==> src/rtl/interval_timer_pkg.sv <==
// Shared types and defaults for the interval timer and the button-sequencing FSM top level.
// Latency: n/a (package only).
// Backpressure: n/a (package only).
package timer_pkg;

  // One-hot state encoding; any other value is treated as illegal and recovers to IDLE.
  typedef enum logic [2:0] {
    IDLE = 3'b001,
    RUN  = 3'b010,
    DONE = 3'b100
  } state_t;

  // 1 ms ticks from a 50 MHz clock.
  localparam int DEF_PRESCALE = 50_000;
  localparam int DEF_WIDTH    = 16;

  // Prescaler width; a divide-by-1 prescaler still gets a 1-bit register.
  function automatic int presc_width(input int prescale);
    return (prescale < 2) ? 1 : $clog2(prescale);
  endfunction

endpackage

==> src/rtl/interval_timer_if.sv <==
// Control/status bundle between the sequencing FSM (master) and the interval timer (slave).
// Latency: n/a (wires only).
// Backpressure: none; START/CLR are single-cycle pulses, READY/BUSY/COUNT are levels.
interface interval_timer_if #(
  parameter int WIDTH = timer_pkg::DEF_WIDTH
);

  logic             CLR;
  logic             START;
  logic [WIDTH-1:0] DELAY;
  logic             READY;
  logic             BUSY;
  logic [WIDTH-1:0] COUNT;

  // FSM side: issues clear/start and the interval, watches completion.
  modport master (
    output CLR, START, DELAY,
    input  READY, BUSY, COUNT
  );

  // Timer side.
  modport slave (
    input  CLR, START, DELAY,
    output READY, BUSY, COUNT
  );

endinterface

==> src/rtl/interval_timer_tick_gen.sv <==
// Prescaler: emits a one-cycle TICK every PRESCALE enabled cycles.
// Latency: first TICK is the PRESCALE-th enabled cycle after CLR.
// Backpressure: none; counting simply pauses while EN is low.
module tick_gen
  import timer_pkg::*;
#(
  parameter int PRESCALE = DEF_PRESCALE
) (
  input  logic CLK,
  input  logic RST,
  input  logic CLR,
  input  logic EN,
  output logic TICK
);

  localparam int            PW   = presc_width(PRESCALE);
  localparam logic [PW-1:0] LAST = PW'(PRESCALE - 1);

  logic [PW-1:0] presc;
  logic          at_last;

  assign at_last = (presc == LAST);

  // TICK marks the cycle in which the prescaler holds its terminal value.
  assign TICK = EN && at_last;

  // Prescaler: cleared on any start/clear, counts 0..PRESCALE-1 while enabled, wraps.
  always_ff @(posedge CLK or posedge RST) begin
    if (RST) begin
      presc <= '0;
    end else if (CLR) begin
      presc <= '0;
    end else if (EN) begin
      if (at_last) begin
        presc <= '0;
      end else begin
        presc <= presc + 1'b1;
      end
    end
  end

endmodule

==> src/rtl/interval_timer.sv <==
// Interval timer: after START, counts DELAY prescaler ticks then holds READY until CLR/START.
// Latency: BUSY from the START edge, READY DELAY*PRESCALE edges later (same edge when DELAY==0).
// Backpressure: none; START while running is ignored, CLR always wins.
module interval_timer
  import timer_pkg::*;
#(
  parameter int PRESCALE = DEF_PRESCALE,
  parameter int WIDTH    = DEF_WIDTH
) (
  input logic              CLK,
  input logic              RST,
  interval_timer_if.slave  bus
);

  state_t           state;
  logic [WIDTH-1:0] dly;
  logic [WIDTH-1:0] count;
  logic [WIDTH-1:0] count_inc;
  logic             ready;
  logic             busy;

  logic             idle_or_done;
  logic             start_acc;
  logic             presc_clr;
  logic             run_en;
  logic             tick;

  // A start is honoured only from a resting state and only when no clear competes with it.
  assign idle_or_done = (state == IDLE) || (state == DONE);
  assign start_acc    = !bus.CLR && bus.START && idle_or_done;

  // Every accepted start or clear restarts the prescaler phase from zero.
  assign presc_clr = bus.CLR || start_acc;
  assign run_en    = (state == RUN);

  assign count_inc = count + 1'b1;

  tick_gen #(
    .PRESCALE (PRESCALE)
  ) u_tick_gen (
    .CLK  (CLK),
    .RST  (RST),
    .CLR  (presc_clr),
    .EN   (run_en),
    .TICK (tick)
  );

  // State, latched interval, tick count and registered READY/BUSY, all updated together.
  always_ff @(posedge CLK or posedge RST) begin
    if (RST) begin
      state <= IDLE;
      dly   <= '0;
      count <= '0;
      ready <= 1'b0;
      busy  <= 1'b0;
    end else if (bus.CLR) begin
      state <= IDLE;
      count <= '0;
      ready <= 1'b0;
      busy  <= 1'b0;
    end else begin
      case (state)
        IDLE, DONE: begin
          if (bus.START) begin
            dly   <= bus.DELAY;
            count <= '0;
            if (bus.DELAY == '0) begin
              state <= DONE;
              ready <= 1'b1;
              busy  <= 1'b0;
            end else begin
              state <= RUN;
              ready <= 1'b0;
              busy  <= 1'b1;
            end
          end
        end
        RUN: begin
          if (tick) begin
            count <= count_inc;
            if (count_inc == dly) begin
              state <= DONE;
              ready <= 1'b1;
              busy  <= 1'b0;
            end
          end
        end
        default: begin
          state <= IDLE;
          count <= '0;
          ready <= 1'b0;
          busy  <= 1'b0;
        end
      endcase
    end
  end

  assign bus.READY = ready;
  assign bus.BUSY  = busy;
  assign bus.COUNT = count;

endmodule
==> src/flat_wrapper.sv <==
// flat-port wrapper written by rule: the top's interface ports become plain ports
module interval_timer_flat import timer_pkg::*;
#(
  parameter int PRESCALE = DEF_PRESCALE,
  parameter int WIDTH    = DEF_WIDTH
)
  (CLK, RST, bus_CLR, bus_START, bus_DELAY, bus_READY, bus_BUSY, bus_COUNT);
  interval_timer_if #(.WIDTH(WIDTH)) bus_i ();
  input logic CLK;
  input logic RST;
  input wire logic [$bits(bus_i.CLR)-1:0] bus_CLR;
  input wire logic [$bits(bus_i.START)-1:0] bus_START;
  input wire logic [$bits(bus_i.DELAY)-1:0] bus_DELAY;
  output wire logic [$bits(bus_i.READY)-1:0] bus_READY;
  output wire logic [$bits(bus_i.BUSY)-1:0] bus_BUSY;
  output wire logic [$bits(bus_i.COUNT)-1:0] bus_COUNT;
  assign bus_i.CLR = bus_CLR;
  assign bus_i.START = bus_START;
  assign bus_i.DELAY = bus_DELAY;
  assign bus_READY = bus_i.READY;
  assign bus_BUSY = bus_i.BUSY;
  assign bus_COUNT = bus_i.COUNT;
  interval_timer #(.PRESCALE(PRESCALE), .WIDTH(WIDTH)) u_core (.CLK(CLK), .RST(RST), .bus(bus_i));
endmodule
==> config.mk <==
export PLATFORM = sky130hd
export DESIGN_NAME = interval_timer_flat
export DESIGN_NICKNAME = d
export VERILOG_FILES = /design/src/rtl/interval_timer_pkg.sv /design/src/rtl/interval_timer_if.sv /design/src/rtl/interval_timer_tick_gen.sv /design/src/rtl/interval_timer.sv /design/src/flat_wrapper.sv
export SDC_FILE = /design/constraint.sdc
export NUM_CORES = 1
export LEC_CHECK = 0
export BUFFER_PORTS_ARGS = -buffer_cell sky130_fd_sc_hd__clkbuf_2
export CORE_MARGIN = 4
export CORE_UTILIZATION = 30
export CTS_CLUSTER_SIZE = 20
export DETAILED_ROUTE_END_ITERATION = 8
export PLACE_DENSITY = 0.56
export RECOVER_POWER = 100
export REMOVE_ABC_BUFFERS = 1
export SETUP_SLACK_MARGIN = 0.5
export SYNTH_ARGS = -nofsm -noshare
export SYNTH_HDL_FRONTEND = slang
export SYNTH_SLANG_ARGS = --single-unit
==> constraint.sdc <==
create_clock -name CLK -period 3.1 [get_ports CLK]
set_input_delay 0.62 -clock CLK [delete_from_list [all_inputs] [get_ports CLK]]
set_output_delay 0.62 -clock CLK [all_outputs]
set_load 0.1 [all_outputs]
==> results of run 1 <==
cells in the mapped netlist, drive strengths merged (6+ instances only):
master | instances | area share, %
clkbuf | 13 | 1.6
nand2 | 20 | 2.5
xor2 | 8 | 2.2
mux2 | 16 | 5.7
dfrtp | 51 | 41
nor3 | 11 | 1.8
nor2 | 30 | 3.6
nand2b | 6 | 1.2
o31ai | 9 | 2.2
inv | 7 | 0.84
buf | 10 | 1.6
nor4 | 10 | 2.0
nand4 | 10 | 2.0
xnor2 | 18 | 5.0
o21ai | 35 | 5.6
nand3 | 10 | 1.6
and3 | 8 | 1.6
a21oi | 14 | 2.2
kinds of logic (layout without fill, tap and decap cells):
| group | after synthesis | after routing | share of synthesized area (%) |
|---|---|---|---|
| AO/OA/AOI/OAI | 83 | 83 | 17.7 |
| buffers and inverters | 30 | 66 | 3.99 |
| adder cells (fa/ha/maj) | 2 | 2 | 0.797 |
| XOR/XNOR | 26 | 26 | 7.26 |
| AND/OR/NAND/NOR | 131 | 131 | 23.0 |
| multiplexers | 16 | 16 | 5.74 |
| flip-flops | 52 | 52 | 41.5 |
through the flow:
| stage | instances | hold WS, ns | setup slack [ns] | power (W) | cell area (um2) |
|---|---|---|---|---|---|
| 3_5_place_dp | 496 | 0.503 | 0.333 | 0.00121 | 3440 |
| 2_1_floorplan | 317 | 0.468 | -0.0534 | 0.00110 | 3040 |
| 3_3_place_gp | 496 | 0.490 | 0.489 | 0.00121 | 3440 |
| 4_1_cts | 506 | 0.232 | 0.532 | 0.00164 | 3570 |
| 5_1_grt | 512 | 0.367 | 0.296 | 0.00171 | 3590 |
| 6_report | 512 | 0.311 | 0.470 | 0.00163 | 3590 |
worst max-delay path, cell delays in order (launching register included):
cell      delay (ns)
dfrtp_1         0.43
or4bb_1         0.59
o41ai_4         0.35
clkbuf_1        0.37
clkbuf_1        0.45
nor2b_1         0.08
o21ai_0         0.15
o31ai_1         0.09
power groups by stage:
| stage | Clock (W) | Sequential, W | Combinational (W) |
|---|---|---|---|
| final | 0.000426 | 0.000844 | 0.000356 |
| after global routing | 0.000464 | 0.000856 | 0.000390 |
| after CTS | 0.000441 | 0.000844 | 0.000360 |
| after detailed placement | 0 | 0.000858 | 0.000356 |
| after global placement | 0 | 0.000858 | 0.000352 |
| after floorplan | 0 | 0.000846 | 0.000256 |
path summary, 6_finish.rpt:
path,start,to,slack [ns],depth (start not counted)
setup / recovery,u_core.u_tick_gen.presc[7],u_core.u_tick_gen.presc[6],0.47,7
hold / removal,RST,u_core.bus.COUNT[13],0.31,2
setup reg to reg,u_core.u_tick_gen.presc[7],u_core.u_tick_gen.presc[6],0.47,7
hold reg to reg,u_core.u_tick_gen.presc[9],u_core.u_tick_gen.presc[9],0.53,1
max in group asynchronous,RST,u_core.bus.COUNT[0],1.12,3
min in group CLK,u_core.u_tick_gen.presc[9],u_core.u_tick_gen.presc[9],0.53,1
area by class of cell:
class / count / area share [%]
multi-input cells: 258 / 48.5
repair buffers: 51 / 6.93
inverters: 7 / 0.732
clock buffers: 5 / 1.92
flip-flops and latches: 52 / 36.4
well taps: 136 / 4.74
clock inverters: 3 / 0.767
sequential cells by signal (all words and copies together) (netlist names):
name / count
u_core.bus.COUNT: 16
u_core.dly: 16
u_core.u_tick_gen.presc: 16
u_core.state: 2
u_core.bus.BUSY: 1
u_core.bus.READY: 1
timing repair:
item / CTS / global route
pin swaps: 2 / 3
endpoints found under the setup margin: 6 / 4
buffers inserted: 2 / 6
gates resized for setup: 4 / 6
cells in the final DEF (no fill, tap or decap), types with 8 or more instances in the layout:
cell / count
dfrtp_1: 48
o21ai_0: 35
nor2_1: 30
clkbuf_1: 23
nand2_1: 19
clkbuf_2: 19
xnor2_1: 18
mux2_2: 16
a21oi_1: 14
nor3_1: 11
nand4_1: 10
nand3_1: 9
o31ai_1: 9
buf_4: 9
and3_1: 8
xor2_1: 8
metal layers:
layer	up-vias	wire length, um	track usage [%]
met5	-	0	0
met4	0	97	3.61
met1	1285	4010	20.6
li1	1318	-	-
met3	6	294	1.81
met2	45	3590	19.8
==> summary.md, run 1 <==
| Metric | Value |
|---|---|
| Status | finished clean |
| Fmax | 380 MHz |
| Cell Rows | 37 |
| Final setup viols | 0 |
| Setup total negative slack | 0 ns |
| Clock Power Share | 26.2% |
| Yosys cell types | 53 |
| Chip width | 110 um |
| Final hold viol count | 0 |
| 1st-pass router iterations | 4 |
| Clock Tree Root | clkbuf_8 |
| Max H-tree Level | 2 |
| Clk pin slew, worst setup/hold paths | 0.11 ns |
| Starting Density | 30.5% |
| Crit path max fanout | 11 |
| Area delta synth->final | 14.4% |
| PD cells | 453 mW/mm2 |
| Sequential share of power | 51.9% |
| Tightest Pin Transition | 1.31 ns |
| Initial antenna violation count | 0 |
| Area occupied by multi-input gates | 0.00174 mm2 |
| Synthesis Warnings | 0 |
| Peak supply drop | 0.266 mV |
| Worst Path Arrival | 2.82 ns |
| 1st-iter DRT viols | 154 |
| Crit end category | flip-flop |
| Sink Count | 52 |
| HPWL after DPL | 5810 um |
| Share of layout cells above drive strength 1 | 17.6% |
| Pin count of the biggest net entering global routing | 25 |
| Tmin final | 2.63 ns |
| Share of async-settable or async-resettable flops after synthesis | 100% |
| Sequential element share of the synthesized area | 41.5% |
| ANT cells | 0 |
| DRT antenna net count | 0 |
| Internal power | 0.00109 W |
| Max Transition Viols Final | 0 |
| Top-Level Pins | 38 |
| Synth Area per Inst | 9.23 um2 |
| Port-buffer cells | 37 |
| CP required | 3.29 ns |
| CTS Hold Bufs | 0 |
| Worst-Skew Late Latency | 0.32 ns |
| Worst Clk Skew | 0.0156 ns |
| Drt wl/cell | 15.6 um |
| # DRC | 0 |
| FF+latch area | 0.00131 mm2 |
| EDFF count, synth | 0 |
| CP Launch Type | flip-flop |
| Comb pwr share | 21.9% |
| Total congestion overflow | 0 |
| Leakage | 1.37 nW |
| RSZ-0062 raised after global routing | no |
| Yosys reg bits | 52 |
| RePlAce Congestion | 0.852 |
| Synthesized area | 0.00314 mm2 |
| Final Cycle Share | 84.8% |
| Clk buf depth | 2 |
| Core area | 0.0103 mm2 |
| Number of global-route vias before repair | 2448 |
| Max-cap violations | 0 |
| Nets | 397 |
| CTS tree | yes |
| Hold Crit Class | input pin to asynchronous set/reset pin |
| Core Util, Final | 34.9% |
| Gr usage total | 13.5% |
| CP Class | flip-flop to flip-flop |
| CTS Buf Count | 5 |
| Sw Ratio | 32.7% |
| Final wirelength | 7990 um |
| Routed vias/inst | 5.18 |
| P_sw | 0.000532 W |
| Global-route wire length before repair | 12900 um |
| Die area | 0.0122 mm2 |
| Vias post-DR | 2654 |
| Top FF cell, synth | dfrtp_1 |
| Die outline height | 110 um |
| Worst slew margin | 12.8% |
| Synth Instances | 340 |
| Filler Cell Count | 1080 |
Power figures use the tool's default switching activity.
==> inputs of run 2 (changes only) <==
Clock period 3.1 ns to 2.5 ns, I/O delays scaled along.
==> summary.md, run 2 (synthesis results as in run 1) <==
| Metric | Value |
|---|---|
| Status | finished clean |
| Die outline height | 110 um (unchanged) |
| Top-Level Pins | 38 (unchanged) |
| Worst-Skew Late Latency | 0.32 ns (about the same) |
| CP Launch Type | flip-flop |
| Crit path max fanout | 6 (-5) |
| Crit end category | flip-flop |
| Clk buf depth | 2 (unchanged) |
| Tightest Pin Transition | 1.21 ns (-0.0969 ns) |
| Reg2Reg Depth | 7 (unchanged) |
| Port-buffer cells | 37 (unchanged) |
| Global-route wire length before repair | 14300 um (+11%) |
| Area delta synth->final | 34.6% |
| FF-to-FF setup slack | 0.20 ns (-0.27 ns) |
| Final setup viols | 0 (unchanged) |
| Comb pwr share | 25.5% (+3.6 points) |
| Worst slew margin | 19.6% (+6.8 points) |
| Peak supply drop | 0.304 mV (+14%) |
| 1st-pass router iterations | 4 (unchanged) |
| Nets | 438 (+10%) |
| Filler Cell Count | 1030 (-4.6%) |
| Fmax | 434 MHz (+14%) |
| Clk pin slew, worst setup/hold paths | 0.11 ns (about the same) |
| Max H-tree Level | 2 (unchanged) |
| Max-cap violations | 0 (unchanged) |
| Crit-path slowest cell | or4b_4 |
| Worst Clk Skew | 0.0157 ns (+0.000133 ns) |
| HPWL after DPL | 6070 um (+4.5%) |
| RePlAce Congestion | 0.781 (-8.4%) |
| Clock Tree Root | clkbuf_8 |
| CTS Buf Count | 5 (unchanged) |
| CTS tree | yes |
| Most common cell after layout, fill and taps aside | dfrtp_1 |
| Commonest cells after routing, fill and taps aside | dfrtp_1 (47), buf_4 (35), nor2_1 (30) |
| Worst r2r dst | u_core.bus.READY |
| Drt wl/cell | 16.1 um (+3.4%) |
| 1st-iter DRT viols | 187 (+21%) |
| CTS Hold Bufs | 0 (unchanged) |
| Max Transition Viols Final | 0 (unchanged) |
| CP top delay family | compound AO/OA/AOI/OAI gates |
| PD cells | 506 mW/mm2 (+12%) |
| Final hold viol count | 0 (unchanged) |
| Hold Crit Class | input pin to asynchronous set/reset pin |
| Initial antenna violation count | 0 (unchanged) |
| Sequential share of power | 49.1% (-2.8 points) |
| Internal power | 0.00144 W (+31%) |
| Leakage | 1.70 nW (+25%) |
| CP required | 2.75 ns (-0.54 ns) |
| Gr usage total | 14.8% (+1.3 points) |
| Worst Path Arrival | 2.55 ns (-0.27 ns) |
| Share of layout cells above drive strength 1 | 35.0% (+17 points) |
| P_sw | 0.000701 W (+32%) |
| Total power draw | 0.00214 W (+31%) |
| Reg2reg start | u_core.u_tick_gen.presc[4] |
| Routed vias/inst | 5.29 (+2.0%) |
| Buf+Inv Stages, Crit Path | 2 (unchanged) |
| Final Cycle Share | 92.1% (+7.3 points) |
| # DRC | 0 (unchanged) |
| Sink Count | 52 (unchanged) |
| Number of global-route vias before repair | 2786 (+14%) |
| Die area | 0.0122 mm2 (unchanged) |
| Cell Rows | 37 (unchanged) |
| Pin count of the biggest net entering global routing | 26 (+4.0%) |
| Final wirelength | 8920 um (+12%) |
| Starting Density | 30.5% (unchanged) |
| Hold_ws | 0.376 ns (+0.0651 ns) |
| Chip width | 110 um (unchanged) |
| CP Class | flip-flop to flip-flop |
| RSZ-0062 raised after global routing | yes |
| Tmin final | 2.30 ns (-0.327 ns) |
| DRT antenna net count | 0 (unchanged) |
| Crit-path cells | or4b_4 -> o41ai_4 -> clkbuf_1 -> nand2_8 -> buf_4 -> o22ai_2 -> o211a_1 |
| Crit path largest cell delay | 0.56 ns (-0.03 ns) |
| Sw Ratio | 32.8% (+0.077 points) |
| Core area | 0.0103 mm2 (unchanged) |
| ANT cells | 0 (unchanged) |
| Clock Power Share | 25.4% (-0.8 points) |
| Total congestion overflow | 0 (unchanged) |
| Vias post-DR | 2923 (+10%) |
-- run 2: final cells by class --
cell class	instances	area, um2	area share, %
Inverter	7	26.3	0.622
Tap cell	136	170	4.03
Timing Repair Buffer	92	654	15.5
Clock buffer	6	82.6	1.96
Multi-Input combinational cell	258	1960	46.5
Sequential cell	52	1310	31.0
Clock inverter	2	17.5	0.415
-- run 2: how the worst max path moves through the flow --
stage,startpoint,end,slack [ns],depth (start not counted)
detailed placement,u_core.bus.COUNT[1],u_core.state[1],0.16,8
floorplan,u_core.bus.COUNT[0],u_core.state[1],-0.65,7
CTS,u_core.bus.COUNT[12],u_core.state[1],0.28,7
global route,u_core.bus.COUNT[5],u_core.state[1],0.11,9
finish,u_core.u_tick_gen.presc[4],u_core.bus.READY,0.20,7
global placement,u_core.bus.COUNT[1],u_core.state[1],0.21,8
-- run 2: worst reg2reg max path: cells and delay by family (launching register included) --
| family | cells | cell delay (ns) |
|---|---|---|
| simple gates | 2 | 0.69 |
| flops | 1 | 0.42 |
| compound gates | 3 | 0.70 |
| buf+inv | 2 | 0.42 |
-- run 2: metrics by stage --
stage | instance area [um2] | std cells | worst slack (ns) | setup TNS [ns] | utilization [%]
floorplan | 3040 | 317 | -0.653 | -3.79 | -
global placement | 3580 | 515 | 0.214 | 0 | 34.9
detailed placement | 3580 | 515 | 0.156 | 0 | 34.9
CTS | 3920 | 537 | 0.276 | 0 | 38.2
global route | 4220 | 553 | 0.105 | 0 | 41.1
finish | 4220 | 553 | 0.197 | 0 | 41.1
-- run 2: power groups by stage --
stage               sequential [W]  clock [W]  combinational [W]
global route               0.00106   0.000593           0.000591
finish                     0.00105   0.000543           0.000544
floorplan                  0.00105          0           0.000317
CTS                        0.00104   0.000563           0.000499
detailed placement         0.00106          0           0.000454
global placement           0.00106          0           0.000447
-- run 2: timing repair --
| action | in CTS | in global routing |
|---|---|---|
| gates cloned | 3 | 2 |
| resized for setup | 30 | 62 |
| setup buffers | 11 | 14 |
| setup endpoints to repair | 35 | 50 |
| hold endpoints to repair | 0 | 0 |
| pin swaps | 11 | 21 |
-- run 2: metal layers --
| metal | up-vias | routed length [um] | track usage (%) |
|---|---|---|---|
| met5 | - | 0 | 0 |
| met4 | 0 | 193 | 4.49 |
| met3 | 15 | 439 | 2.56 |
| met2 | 64 | 4190 | 23.1 |
| met1 | 1435 | 4110 | 20.9 |
| li1 | 1409 | - | - |
==> inputs of run 3 (changes only) <==
Settings changed: CORE_ASPECT_RATIO from default to 0.8.
==> summary.md, run 3 (synthesis results as in run 1) <==
| Metric | Value |
|---|---|
| Status | finished clean |
| Tmin final | 2.33 ns (+0.0241 ns) |
| Max H-tree Level | 2 (unchanged) |
| Die area | 0.0122 mm2 (about the same) |
| Number of global-route vias before repair | 2857 (+2.5%) |
| Share of layout cells above drive strength 1 | 37.9% (+2.9 points) |
| Clock Tree Root | clkbuf_16 |
| Core area | 0.0102 mm2 (-0.37%) |
| HPWL after DPL | 6110 um (+0.67%) |
| Total power draw | 0.00228 W (+6.8%) |
| Tightest Pin Transition | 1.33 ns (+0.119 ns) |
| Worst slew margin | 11.3% (-8.3 points) |
| Pin count of the biggest net entering global routing | 53 (+100%) |
| Leakage | 1.79 nW (+4.8%) |
| Cell Rows | 33 (-11%) |
| Hold Path Origin | bus_DELAY[2] |
| Final setup viols | 0 (unchanged) |
| Most common cell after layout, fill and taps aside | dfrtp_1 |
| Final wirelength | 9390 um (+5.3%) |
| CP Class | flip-flop to flip-flop |
| # DRC | 0 (unchanged) |
| Placed cells | 516 (+0.19%) |
| Worst Path Arrival | 2.55 ns (about the same) |
| Worst-Skew Late Latency | 0.29 ns (-0.03 ns) |
| Area delta synth->final | 37.9% |
| Filler Cell Count | 1047 (+1.7%) |
| RSZ-0062 raised after global routing | yes |
| Final hold viol count | 0 (unchanged) |
| Top-Level Pins | 38 (unchanged) |
| Critical path endpoint | u_core.bus.READY |
| Crit path largest cell delay | 0.55 ns (about the same) |
| FF-to-FF setup slack | 0.17 ns (-0.02 ns) |
| Max Transition Viols Final | 0 (unchanged) |
| Reg2reg start | u_core.u_tick_gen.presc[4] |
| PD cells | 528 mW/mm2 (+4.3%) |
| 1st-pass router iterations | 4 (unchanged) |
| 1st-iter DRT viols | 176 (-5.9%) |
| CP Launch Type | flip-flop |
| Fmax | 430 MHz (-1.0%) |
| Crit-path slowest cell | or4b_4 |
| Chip width | 122 um (+11%) |
| Clk buf depth | 2 (unchanged) |
| Worst Clk Skew | 0.00575 ns (-0.00998 ns) |
| Crit end category | flip-flop |
| Placed Area | 0.00356 mm2 (-0.49%) |
| Design area | 0.00433 mm2 (+2.5%) |
| Sink Count | 52 (unchanged) |
| Hold_ws | 0.456 ns (+0.0793 ns) |
| CTS Buf Count | 5 (unchanged) |
| Initial antenna violation count | 0 (unchanged) |
| FF+latch area | 0.00131 mm2 (+0.19%) |
| Die outline height | 99.5 um (-9.8%) |
| Worst setup margin | 0.173 ns (-0.0241 ns) |
| RePlAce Congestion | 0.802 (+2.7%) |
| Nets | 440 (+0.46%) |
| CTS Hold Bufs | 0 (unchanged) |
| Hold Crit Class | input pin to flip-flop |
| Worst r2r dst | u_core.bus.READY |
| Drt wl/cell | 16.8 um (+4.1%) |
| ANT cells | 0 (unchanged) |
| Port-buffer cells | 37 (unchanged) |
| CTS tree | yes |
| CP required | 2.72 ns (-0.03 ns) |
| Total congestion overflow | 0 (unchanged) |
| Crit-path cells | or4b_4 -> o41ai_4 -> buf_4 -> nand2_1 -> buf_4 -> o22ai_2 -> o211a_1 |
| Reg2Reg Depth | 7 (unchanged) |
| Crit path launch | u_core.u_tick_gen.presc[4] |
| Vias post-DR | 2949 (+0.89%) |
| Starting Density | 30.6% (+0.11 points) |
| Routed vias/inst | 5.28 (-0.19%) |
| Dpl ws | 0.0787 ns (-0.0771 ns) |
| Gr usage total | 15.1% (+0.30 points) |
| Commonest cells after routing, fill and taps aside | dfrtp_1 (45), buf_4 (39), nor2_1 (30) |
| Peak supply drop | 0.309 mV (+1.7%) |
| Crit path max fanout | 6 (unchanged) |
| Area occupied by multi-input gates | 0.00201 mm2 (+2.4%) |
| Finished Layout Cells | 559 (+1.1%) |
| Final Cycle Share | 93.1% (+0.96 points) |
| Global-route wire length before repair | 14600 um (+2.1%) |
| Clk pin slew, worst setup/hold paths | 0.07 ns (-0.04 ns) |
| DRT antenna net count | 0 (unchanged) |
| Cell mode on critical path | buf_4 |
| Max-cap violations | 0 (unchanged) |
-- run 3: cell count changes in the layout (fill, tap and decap cells not counted), moves of 3 or more --
cell and delta:
o31ai_1 -6, o21ai_2 +3, o31ai_2 +6, clkbuf_2 -4, clkbuf_8 -6, clkbuf_1 -3
clkbuf_16 +3, buf_4 +4, buf_6 +7
-- run 3: how the worst min path moves through the flow --
stage	to	slack, ns	depth (start not counted)
final	u_core.dly[2]	0.46	2
after global routing	u_core.dly[6]	0.46	2
after CTS	u_core.bus.COUNT[6]	0.41	3
after detailed placement	u_core.u_tick_gen.presc[1]	0.50	2
after global placement	u_core.u_tick_gen.presc[1]	0.50	2
after floorplan	u_core.u_tick_gen.presc[1]	0.47	2
-- run 3: layer usage --
layer | part of all wire (%) | GRT usage [%]
met5 | 0 | 0
met4 | 0.85 | 3.70
met3 | 4.3 | 3.81
met2 | 46 | 22.2
met1 | 49 | 22.1
-- run 3: cell type report --
type	count	share of cell area, %
Multi-Input combinational cell	258	46.5
Sequential cell	52	30.3
Timing Repair Buffer	94	15.2
Tap cell	140	4.05
Clock buffer	5	2.89
Inverter	7	0.607
Clock inverter	3	0.521
-- run 3: what timing repair did --
item	in CTS	in global routing
cloned	3	0
resized for setup	56	56
endpoints found under the setup margin	35	52
pin swaps	23	19
setup buffers	16	16
-- run 3: power by group --
group	switching, W	internal, W
clock network	0.000320	0.000375
logic	0.000266	0.000260
registers	0.000126	0.000936
-- run 3: worst max-delay path: cells and delay by family, from the launching register on --
family,cells,cell delay (ns)
buf+inv,2,0.38
simple gates,2,0.74
compound gates,3,0.72
flops,1,0.44
-- run 3: stage by stage --
step	utilization [%]	setup TNS, ns
final	42.3	0
after global routing	42.3	0
after CTS	39.1	0
after detailed placement	34.8	0
after global placement	34.8	0
after floorplan	-	-3.79
